### config.mk
export PLATFORM = sky130hd
export DESIGN_NAME = pipe_hazard_sequencer_flat
export DESIGN_NICKNAME = d
export VERILOG_FILES = /design/src/rtl/pipe_hazard_if.sv /design/src/rtl/pipe_hazard_sequencer.sv /design/src/flat_wrapper.sv
export SDC_FILE = /design/constraint.sdc
export NUM_CORES = 1
export LEC_CHECK = 0
export CORE_ASPECT_RATIO = 0.9
export CORE_MARGIN = 5
export CORE_UTILIZATION = 48
export DETAILED_ROUTE_END_ITERATION = 8
export PLACE_DENSITY = 0.75
export SYNTH_ARGS = -nofsm -noshare
export SYNTH_HDL_FRONTEND = slang
export SYNTH_SLANG_ARGS = --single-unit
### constraint.sdc
create_clock -name clk -period 2.89 [get_ports clk]
set_clock_uncertainty 0.15 [all_clocks]
set_input_delay 0.578 -clock clk [delete_from_list [all_inputs] [get_ports clk]]
set_output_delay 0.578 -clock clk [all_outputs]
set_load 0.005 [all_outputs]
### src/rtl/pipe_hazard_if.sv
// Decode-side inputs and pipeline-control outputs of the LEGv8
// hazard sequencer, bundled for the fetch/decode datapath.
interface pipe_hazard_if #(
    parameter int CNT_W = 16
);
    logic             id_valid;
    logic [9:0]       id_ctrl;
    logic [4:0]       id_rn;
    logic [4:0]       id_rm;
    logic [4:0]       id_rd;
    logic             ex_zero;
    logic             dmem_ready;

    logic [2:0]       ex_ctrl;
    logic [2:0]       mem_ctrl;
    logic [1:0]       wb_ctrl;
    logic [4:0]       ex_rd;
    logic [4:0]       mem_rd;
    logic [4:0]       wb_rd;
    logic             pc_write;
    logic             ifid_write;
    logic             ifid_flush;
    logic             pc_src;
    logic             dmem_req;
    logic             mem_err;
    logic [CNT_W-1:0] stall_cnt;
    logic [CNT_W-1:0] flush_cnt;

    modport master (
        output id_valid, id_ctrl, id_rn, id_rm, id_rd,
        output ex_zero, dmem_ready,
        input  ex_ctrl, mem_ctrl, wb_ctrl,
        input  ex_rd, mem_rd, wb_rd,
        input  pc_write, ifid_write, ifid_flush, pc_src,
        input  dmem_req, mem_err, stall_cnt, flush_cnt
    );

    modport slave (
        input  id_valid, id_ctrl, id_rn, id_rm, id_rd,
        input  ex_zero, dmem_ready,
        output ex_ctrl, mem_ctrl, wb_ctrl,
        output ex_rd, mem_rd, wb_rd,
        output pc_write, ifid_write, ifid_flush, pc_src,
        output dmem_req, mem_err, stall_cnt, flush_cnt
    );
endinterface

### src/rtl/pipe_hazard_sequencer.sv
// LEGv8 5-stage control pipeline: stage control registers, load-use
// bubbles, CBZ flush in MEM and data-memory freeze with timeout.
module pipe_hazard_sequencer #(
    parameter int DELAY       = 0,
    parameter int MEM_TIMEOUT = 15,
    parameter int CNT_W       = 16
) (
    input logic          clk,
    input logic          rst_n,
    pipe_hazard_if.slave bus
);

    if (MEM_TIMEOUT < 1 || MEM_TIMEOUT > 255 || DELAY < 0) begin : g_bad_param
        $error("pipe_hazard_sequencer: parameter out of range");
    end

    localparam logic [4:0]       XZR     = 5'd31;
    localparam logic [7:0]       TMO     = 8'(MEM_TIMEOUT);
    localparam logic [CNT_W-1:0] CNT_ONE = {{(CNT_W-1){1'b0}}, 1'b1};

    typedef enum logic {
        RUN,
        MEM_WAIT
    } state_t;

    typedef struct packed {
        logic       alusrc;
        logic       memtoreg;
        logic       regwrite;
        logic       memread;
        logic       memwrite;
        logic       branch;
        logic [1:0] aluop;
    } idex_t;

    typedef struct packed {
        logic memtoreg;
        logic regwrite;
        logic memread;
        logic memwrite;
        logic branch;
    } exmem_t;

    typedef struct packed {
        logic memtoreg;
        logic regwrite;
    } memwb_t;

    state_t           state_q, state_n;
    logic [7:0]       wait_q, wait_n;
    logic             err_q, err_n;
    idex_t            ex_q, ex_n;
    exmem_t           mem_q, mem_n;
    memwb_t           wb_q, wb_n;
    logic [4:0]       exrd_q, exrd_n;
    logic [4:0]       memrd_q, memrd_n;
    logic [4:0]       wbrd_q, wbrd_n;
    logic             memz_q, memz_n;
    logic [CNT_W-1:0] stall_q, flush_q;

    idex_t  id_c;
    exmem_t ex_fwd;
    memwb_t mem_fwd;
    logic   dmem_req;
    logic   tmo_hit;
    logic   freeze;
    logic   taken;
    logic   lu;
    logic   do_flush;
    logic   do_lu;
    logic   stall_inc;
    logic   unused_ctrl;

    // Reg2Loc is resolved upstream and UnCondBranch never steers PCSrc here.
    assign unused_ctrl = ^{bus.id_ctrl[9], bus.id_ctrl[2]};

    always_comb begin
        id_c = '0;
        if (bus.id_valid) begin
            id_c.alusrc   = bus.id_ctrl[8];
            id_c.memtoreg = bus.id_ctrl[7];
            id_c.regwrite = bus.id_ctrl[6];
            id_c.memread  = bus.id_ctrl[5];
            id_c.memwrite = bus.id_ctrl[4];
            id_c.branch   = bus.id_ctrl[3];
            id_c.aluop    = bus.id_ctrl[1:0];
        end
    end

    always_comb begin
        ex_fwd.memtoreg  = ex_q.memtoreg;
        ex_fwd.regwrite  = ex_q.regwrite;
        ex_fwd.memread   = ex_q.memread;
        ex_fwd.memwrite  = ex_q.memwrite;
        ex_fwd.branch    = ex_q.branch;
        mem_fwd.memtoreg = mem_q.memtoreg;
        mem_fwd.regwrite = mem_q.regwrite;
    end

    assign dmem_req = mem_q.memread | mem_q.memwrite;
    assign tmo_hit  = (state_q == MEM_WAIT) && (wait_q == TMO)
                      && !bus.dmem_ready;
    assign freeze   = dmem_req && !bus.dmem_ready && !tmo_hit;
    assign taken    = mem_q.branch && memz_q;
    assign lu       = ex_q.memread && (exrd_q != XZR) && bus.id_valid
                      && ((exrd_q == bus.id_rn) || (exrd_q == bus.id_rm));

    // A taken branch squashes the ID instruction, so it outranks load-use.
    assign do_flush  = taken && !freeze;
    assign do_lu     = lu && !taken && !freeze;
    assign stall_inc = freeze || do_lu;

    always_comb begin
        state_n        = RUN;
        wait_n         = '0;
        err_n          = err_q | tmo_hit;
        ex_n           = id_c;
        exrd_n         = bus.id_rd;
        mem_n          = ex_fwd;
        memrd_n        = exrd_q;
        memz_n         = bus.ex_zero;
        wb_n           = mem_fwd;
        wbrd_n         = memrd_q;
        bus.pc_write   = 1'b1;
        bus.ifid_write = 1'b1;
        bus.ifid_flush = 1'b0;
        bus.pc_src     = 1'b0;
        unique case (1'b1)
            freeze: begin
                state_n        = MEM_WAIT;
                wait_n         = wait_q + 8'd1;
                err_n          = err_q;
                ex_n           = ex_q;
                exrd_n         = exrd_q;
                mem_n          = mem_q;
                memrd_n        = memrd_q;
                memz_n         = memz_q;
                wb_n           = wb_q;
                wbrd_n         = wbrd_q;
                bus.pc_write   = 1'b0;
                bus.ifid_write = 1'b0;
            end
            do_flush: begin
                ex_n           = '0;
                exrd_n         = XZR;
                mem_n          = '0;
                memrd_n        = XZR;
                memz_n         = 1'b0;
                wb_n.regwrite  = 1'b0;
                bus.ifid_flush = 1'b1;
                bus.pc_src     = 1'b1;
            end
            do_lu: begin
                ex_n           = '0;
                exrd_n         = XZR;
                bus.pc_write   = 1'b0;
                bus.ifid_write = 1'b0;
            end
            default: begin
            end
        endcase
    end

    always_ff @(posedge clk or negedge rst_n) begin
        if (!rst_n) begin
            state_q <= RUN;
            wait_q  <= '0;
            err_q   <= 1'b0;
            ex_q    <= '0;
            mem_q   <= '0;
            wb_q    <= '0;
            exrd_q  <= '0;
            memrd_q <= '0;
            wbrd_q  <= '0;
            memz_q  <= 1'b0;
            stall_q <= '0;
            flush_q <= '0;
        end else begin
            state_q <= state_n;
            wait_q  <= wait_n;
            err_q   <= err_n;
            ex_q    <= ex_n;
            mem_q   <= mem_n;
            wb_q    <= wb_n;
            exrd_q  <= exrd_n;
            memrd_q <= memrd_n;
            wbrd_q  <= wbrd_n;
            memz_q  <= memz_n;
            if (stall_inc && (stall_q != '1)) begin
                stall_q <= stall_q + CNT_ONE;
            end
            if (do_flush && (flush_q != '1)) begin
                flush_q <= flush_q + CNT_ONE;
            end
        end
    end

    assign bus.ex_ctrl   = {ex_q.alusrc, ex_q.aluop};
    assign bus.mem_ctrl  = {mem_q.memread, mem_q.memwrite, mem_q.branch};
    assign bus.wb_ctrl   = {wb_q.memtoreg, wb_q.regwrite};
    assign bus.ex_rd     = exrd_q;
    assign bus.mem_rd    = memrd_q;
    assign bus.wb_rd     = wbrd_q;
    assign bus.dmem_req  = dmem_req;
    assign bus.mem_err   = err_q;
    assign bus.stall_cnt = stall_q;
    assign bus.flush_cnt = flush_q;

endmodule

### src/flat_wrapper.sv
// flat-port wrapper written by rule: the top's interface ports become plain ports
module pipe_hazard_sequencer_flat 
#(
    parameter int DELAY       = 0,
    parameter int MEM_TIMEOUT = 15,
    parameter int CNT_W       = 16
)
  (clk, rst_n, bus_id_valid, bus_id_ctrl, bus_id_rn, bus_id_rm, bus_id_rd, bus_ex_zero, bus_dmem_ready, bus_ex_ctrl, bus_mem_ctrl, bus_wb_ctrl, bus_ex_rd, bus_mem_rd, bus_wb_rd, bus_pc_write, bus_ifid_write, bus_ifid_flush, bus_pc_src, bus_dmem_req, bus_mem_err, bus_stall_cnt, bus_flush_cnt);
  pipe_hazard_if #(.CNT_W(CNT_W)) bus_i ();
  input logic clk;
  input logic rst_n;
  input wire logic [$bits(bus_i.id_valid)-1:0] bus_id_valid;
  input wire logic [$bits(bus_i.id_ctrl)-1:0] bus_id_ctrl;
  input wire logic [$bits(bus_i.id_rn)-1:0] bus_id_rn;
  input wire logic [$bits(bus_i.id_rm)-1:0] bus_id_rm;
  input wire logic [$bits(bus_i.id_rd)-1:0] bus_id_rd;
  input wire logic [$bits(bus_i.ex_zero)-1:0] bus_ex_zero;
  input wire logic [$bits(bus_i.dmem_ready)-1:0] bus_dmem_ready;
  output wire logic [$bits(bus_i.ex_ctrl)-1:0] bus_ex_ctrl;
  output wire logic [$bits(bus_i.mem_ctrl)-1:0] bus_mem_ctrl;
  output wire logic [$bits(bus_i.wb_ctrl)-1:0] bus_wb_ctrl;
  output wire logic [$bits(bus_i.ex_rd)-1:0] bus_ex_rd;
  output wire logic [$bits(bus_i.mem_rd)-1:0] bus_mem_rd;
  output wire logic [$bits(bus_i.wb_rd)-1:0] bus_wb_rd;
  output wire logic [$bits(bus_i.pc_write)-1:0] bus_pc_write;
  output wire logic [$bits(bus_i.ifid_write)-1:0] bus_ifid_write;
  output wire logic [$bits(bus_i.ifid_flush)-1:0] bus_ifid_flush;
  output wire logic [$bits(bus_i.pc_src)-1:0] bus_pc_src;
  output wire logic [$bits(bus_i.dmem_req)-1:0] bus_dmem_req;
  output wire logic [$bits(bus_i.mem_err)-1:0] bus_mem_err;
  output wire logic [$bits(bus_i.stall_cnt)-1:0] bus_stall_cnt;
  output wire logic [$bits(bus_i.flush_cnt)-1:0] bus_flush_cnt;
  assign bus_i.id_valid = bus_id_valid;
  assign bus_i.id_ctrl = bus_id_ctrl;
  assign bus_i.id_rn = bus_id_rn;
  assign bus_i.id_rm = bus_id_rm;
  assign bus_i.id_rd = bus_id_rd;
  assign bus_i.ex_zero = bus_ex_zero;
  assign bus_i.dmem_ready = bus_dmem_ready;
  assign bus_ex_ctrl = bus_i.ex_ctrl;
  assign bus_mem_ctrl = bus_i.mem_ctrl;
  assign bus_wb_ctrl = bus_i.wb_ctrl;
  assign bus_ex_rd = bus_i.ex_rd;
  assign bus_mem_rd = bus_i.mem_rd;
  assign bus_wb_rd = bus_i.wb_rd;
  assign bus_pc_write = bus_i.pc_write;
  assign bus_ifid_write = bus_i.ifid_write;
  assign bus_ifid_flush = bus_i.ifid_flush;
  assign bus_pc_src = bus_i.pc_src;
  assign bus_dmem_req = bus_i.dmem_req;
  assign bus_mem_err = bus_i.mem_err;
  assign bus_stall_cnt = bus_i.stall_cnt;
  assign bus_flush_cnt = bus_i.flush_cnt;
  pipe_hazard_sequencer #(.DELAY(DELAY), .MEM_TIMEOUT(MEM_TIMEOUT), .CNT_W(CNT_W)) u_core (.clk(clk), .rst_n(rst_n), .bus(bus_i));
endmodule
# After elaboration in Yosys (flattened, before gate mapping)

Index checks and enable logic that the tools add are counted.

Equality and inequality tests: 6
Reduce and logical (&&, ||, !) cells: 21
Mux-type cells: 11
Bitwise gates (word level): 2
Add/sub/neg operators: 3

Operators with widths:

| operator                                      | count |
|---|---|
| adder 16 x 1 -> 16 bit, second input constant | 2 |
| != test 16 bit, second input constant         | 2 |
| one-hot mux 5 bit (2 select lines)            | 3 |
| two-way mux 8 bit                             | 2 |
| one-hot mux 8 bit (2 select lines)            | 1 |
| logical AND 1 bit                             | 13 |
| == test 5 bit                                 | 2 |
| adder 8 x 1 -> 8 bit, second input constant   | 1 |
| == test 8 x 4 -> 1 bit, second input constant | 1 |
| != test 5 bit, second input constant          | 1 |
| logical NOT 1 bit                             | 4 |
| one-hot mux 1 bit (2 select lines)            | 2 |
| OR reduction 2 bit                            | 2 |
| two-way mux 1 bit                             | 3 |
| logical OR 1 bit                              | 2 |
| bitwise OR 1 bit                              | 2 |

Register bits after elaboration: 73

# Depth between registers and ports, before layout

Word-level depth: 9
Gate-level depth with buffers: 10

# Worst setup path before layout

OpenSTA, ideal clock, no wires.

Kind: register to output
From: register u_core.wait_q[0]
To: output port bus_pc_write
Required time: 2.162 ns
Arrival time: 1.756 ns
Stages on the path, launching flop included: 10
Slack: 0.406 ns
Cell sequence: dfrtp_1 -> ha_1 -> and3_1 -> buf_2 -> a311o_1 -> buf_6 -> inv_6 -> a21oi_4 -> buf_6 -> buf_4

Longest elaborated chain between the ends: 9

Ends and longest elaborated chain:

| element                          | line                         | text |
|---|---|---|
| from (decl)                      | pipe_hazard_sequencer.sv:50  | `logic [7:0] wait_q, wait_n;` |
| from (signal assigned)           | pipe_hazard_sequencer.sv:180 | `wait_q <= wait_n;` |
| == test 8 x 4 -> 1 bit (*)       | pipe_hazard_sequencer.sv:101 | `assign tmo_hit = (state_q == MEM_WAIT) && (wait_q == TMO)` |
| logical AND 1 bit (*)            | pipe_hazard_sequencer.sv:101 |  |
| logical AND 1 bit (*)            | pipe_hazard_sequencer.sv:102 | `&& !bus.dmem_ready;` |
| logical NOT 1 bit (*)            | pipe_hazard_sequencer.sv:103 | `assign freeze = dmem_req && !bus.dmem_ready && !tmo_hit;` |
| logical AND 1 bit (*)            | pipe_hazard_sequencer.sv:103 |  |
| logical NOT 1 bit                | pipe_hazard_sequencer.sv:110 | `assign do_lu = lu && !taken && !freeze;` |
| logical AND 1 bit                | pipe_hazard_sequencer.sv:110 |  |
| OR reduction 2 bit (no line) (*) | -                            |  |
| two-way mux 1 bit (*)            | -                            |  |
| to (decl)                        | flat_wrapper.sv:25           | `output wire logic [$bits(bus_i.pc_write)-1:0] bus_pc_write;` |

Mark *: on every way between the ends. The rest lies on a longest branch, timed or not.

# Worst setup path in the final report

From: register u_core.wait_q[0]
To: output port bus_pc_src

Longest elaborated chain between the ends: 8

Ends and longest elaborated chain:

| element                | line                         | text |
|---|---|---|
| == test 8 x 4 -> 1 bit | pipe_hazard_sequencer.sv:101 |  |
| logical AND 1 bit      | pipe_hazard_sequencer.sv:101 |  |
| logical AND 1 bit      | pipe_hazard_sequencer.sv:102 |  |
| logical NOT 1 bit      | pipe_hazard_sequencer.sv:103 |  |
| logical AND 1 bit      | pipe_hazard_sequencer.sv:103 |  |
| logical NOT 1 bit      | pipe_hazard_sequencer.sv:109 | `assign do_flush = taken && !freeze;` |
| logical AND 1 bit      | pipe_hazard_sequencer.sv:109 |  |
| two-way mux 1 bit      | pipe_hazard_sequencer.sv:128 | `unique case (1'b1)` |
| to (decl)              | flat_wrapper.sv:28           | `output wire logic [$bits(bus_i.pc_src)-1:0] bus_pc_src;` |

Every way passes these cells.

==> results.txt <==
run status - finished, final reports clean
Synth Instances - 342
Post-DP HPWL - 5.77 mm
PD cells - 803 nW/um2
Routed Antenna Nets - 0
area delta synth->final - 36.4%
DR WL/cell - 15.0 um
Slew Limit Headroom - 69.4%
Tmin final - 2.83 ns
max_cap viols - 0
core region area - 6970 um2
Max clock buf depth - 2
post-DR vias/cell - 5.16
fmax - 354 MHz
final period utilization - 97.9%
crit-path max FO - 5
synthesized net count - 375
total CTS buffers - 9
vias in the first global route - 2719
drt first pass iters - 4
Final Hold Vio Count - 0
clock-pin slew on the worst setup and hold paths - 0.08 ns
drt total wl - 8.15 mm
mean post-synth cell area - 9.90 um2
initial drt markers - 87
share of post-route cells with drive strength above 1 - 11.6%
ant diodes - 0
leakage power - 2.02 nW
worst-path cell chain - ha_2 > and3_4 > a311o_2 > buf_4 > nand2_2 > inv_1 > dlygate4sd2_1
GR Overflow Total - 0
#FFs+latches synth - 73
Reg2Reg Depth - 9
Ys Warns - 0
worst endpoint required time - 2.16 ns
crit end category - output port
Nets - 478
WP depth - 7
# setup viols final - 0
synthesized area - 3390 um2
TritonCTS clock tree - built
number of remaining DRC errors - 0
count of input and output buffers - 88
I/O Pins - 91
Cell variety after synth - 41
Die Span X - 98.5 um
die height - 89.7 um
initial antenna violation count - 0
root buf cell - clkbuf_8
fin. max-slew vios - 0
Largest stage delay, worst path - 0.41 ns
overall global routing resource usage - 18.7%
top cell type's share of synthesized area - 53.9%
Peak VDD IR - 622 uV
cell taking the most area after synthesis - dfrtp_1
post-place instance area - 4390 um2
Async SR Flop Fraction - 100%
CTS HTree Levels - 3
std cell rows - 29
worst-skew pair later-pin latency - 0.34 ns
Placer Congestion - 0.835
CP max-delay cell - a311o_2
Startpoint Class - register
worst setup path class - register to output port
Via Count - 2804
CP Buf/Inv Count - 3
Worst Path Arrival - 2.10 ns
Top delay family on crit path - buffers and inverters
part of the Yosys area used for sequential elements - 53.9%
Power Total - 3.71 mW
number of synthesized flops with an enable pin - 0
Post-synth top cells - 74 x nand2_1, 73 x dfrtp_1, 38 x nor2_1
Final Util - 66.3%
Hold WC Path Type - input port to asynchronous set/reset pin
Main synth FF type - dfrtp_1
Clock Sinks - 73
Initial Util - 48.6%
R2R Setup Slk - 0.41 ns
largest net degree at the start of global routing - 37
Slew @ Worst Pin - 0.456 ns
post-route cell area - 4620 um2
first-pass GRT wire length - 13.0 mm
top post-synthesis cells by area - dfrtp_1 54%, nand2_1 8.2%, xnor2_1 7.0%
most common cell in the synthesized netlist - nand2_1
DIE AREA - 8840 um2
cts hold-fix bufs - 0
state kept, by name (all words and copies together) (netlist names), 2 cells and up:
name and count:
u_core.bus.mem_ctrl 3, u_core.bus.wb_ctrl 2, u_core.bus.stall_cnt 16, u_core.bus.wb_rd 5, u_core.bus.ex_rd 5, u_core.mem_fwd 2
u_core.bus.mem_rd 5, u_core.ex_fwd 5, u_core.bus.ex_ctrl 3, u_core.wait_q 8, u_core.bus.flush_cnt 16
cells by family after synthesis:
kind of cell             Yosys count  synth area share [%]
flip-flops                        73                  53.9
adder cells (fa/ha/maj)            3                  1.11
AND/OR/NAND/NOR                  169                  23.2
multiplexers                       6                  1.96
AO/OA/AOI/OAI                     35                  7.02
XOR/XNOR                          38                  9.83
buffers and inverters             18                  2.96
cell usage in the layout, fill, tap and decap left out, types with 2 or more instances in the layout:
master / instances
o21bai_1: 2
nand4_1: 8
a31oi_1: 2
xor2_1: 11
o21ai_0: 8
buf_4: 18
nor3_1: 7
clkdlybuf4s50_1: 83
mux2_2: 5
clkbuf_8: 9
ha_1: 2
inv_1: 3
dfrtp_1: 72
nor4b_2: 2
clkinvlp_4: 3
clkbuf_1: 2
a21oi_1: 11
xnor2_1: 27
nor4_1: 2
o31a_1: 2
and3_1: 9
nand2_1: 73
clkinv_2: 2
dlygate4sd2_1: 2
nor2_1: 38
o31ai_1: 2
nand3_1: 21
dlymetal6s2s_1: 2
per-stage QoR:
stage	TNS, ns	setup WS (ns)	hold WS, ns	cells
4_1_cts	0	0.000736	0.0209	540
6_report	0	0.0616	0.0313	543
3_5_place_dp	0	0.0115	0.299	521
5_1_grt	-0.0117	-0.00745	0.0385	543
3_3_place_gp	-0.0365	-0.0187	0.293	521
2_1_floorplan	0	0.406	0.132	342
worst register-to-register path, delay by kind of cell (launching register included):
kind                     cells  cell delay [ns]
adder cells (fa/ha/maj)      1             0.20
flip-flops                   1             0.39
buffers and inverters        3             0.41
AND/OR/NAND/NOR              2             0.43
AO/OA/AOI/OAI                2             0.44
multiplexers                 1             0.35
report_power, final:
part,switching (mW),internal [mW]
Sequential,0.292,1.30
Clock,0.366,0.309
Combinational,0.629,0.814
final timing paths:
path                                           end           startpoint
setup / recovery                        bus_pc_src     u_core.wait_q[0]
hold / removal             u_core.bus.flush_cnt[0]                rst_n
setup reg to reg           u_core.bus.stall_cnt[6]     u_core.wait_q[0]
hold reg to reg                u_core.bus.wb_rd[2]  u_core.bus.wb_rd[2]
max in group asynchronous         u_core.wait_q[4]                rst_n
min in group clk               u_core.bus.wb_rd[2]  u_core.bus.wb_rd[2]
repair_timing:
| item | 4_1_cts | 5_1_grt |
|---|---|---|
| setup buffers | 3 | 3 |
| resized for setup | 5 | 5 |
| endpoints found under the hold margin | 0 | 0 |
| pin swaps | 2 | 2 |
| endpoints found under the setup margin | 4 | 4 |
area by class of cell:
type	count	area, um2
clock inverter	5	32.5
tap	93	116
multi-input combinational	251	1480
sequential	73	1830
fill	578	2350
clock buffer	11	131
inverter	4	20.0
timing repair buffer	106	1010
metal layers:
layer	global-route usage [%]	up-vias	part of all wire [%]	wire length (um)
li1	-	1360	-	-
met1	23.8	1367	43	3520
met2	30.6	73	49	4030
met3	7.41	4	6.6	537
met4	4.22	0	0.68	55
met5	0	-	0	0
(Power assumes the default switching activity.)
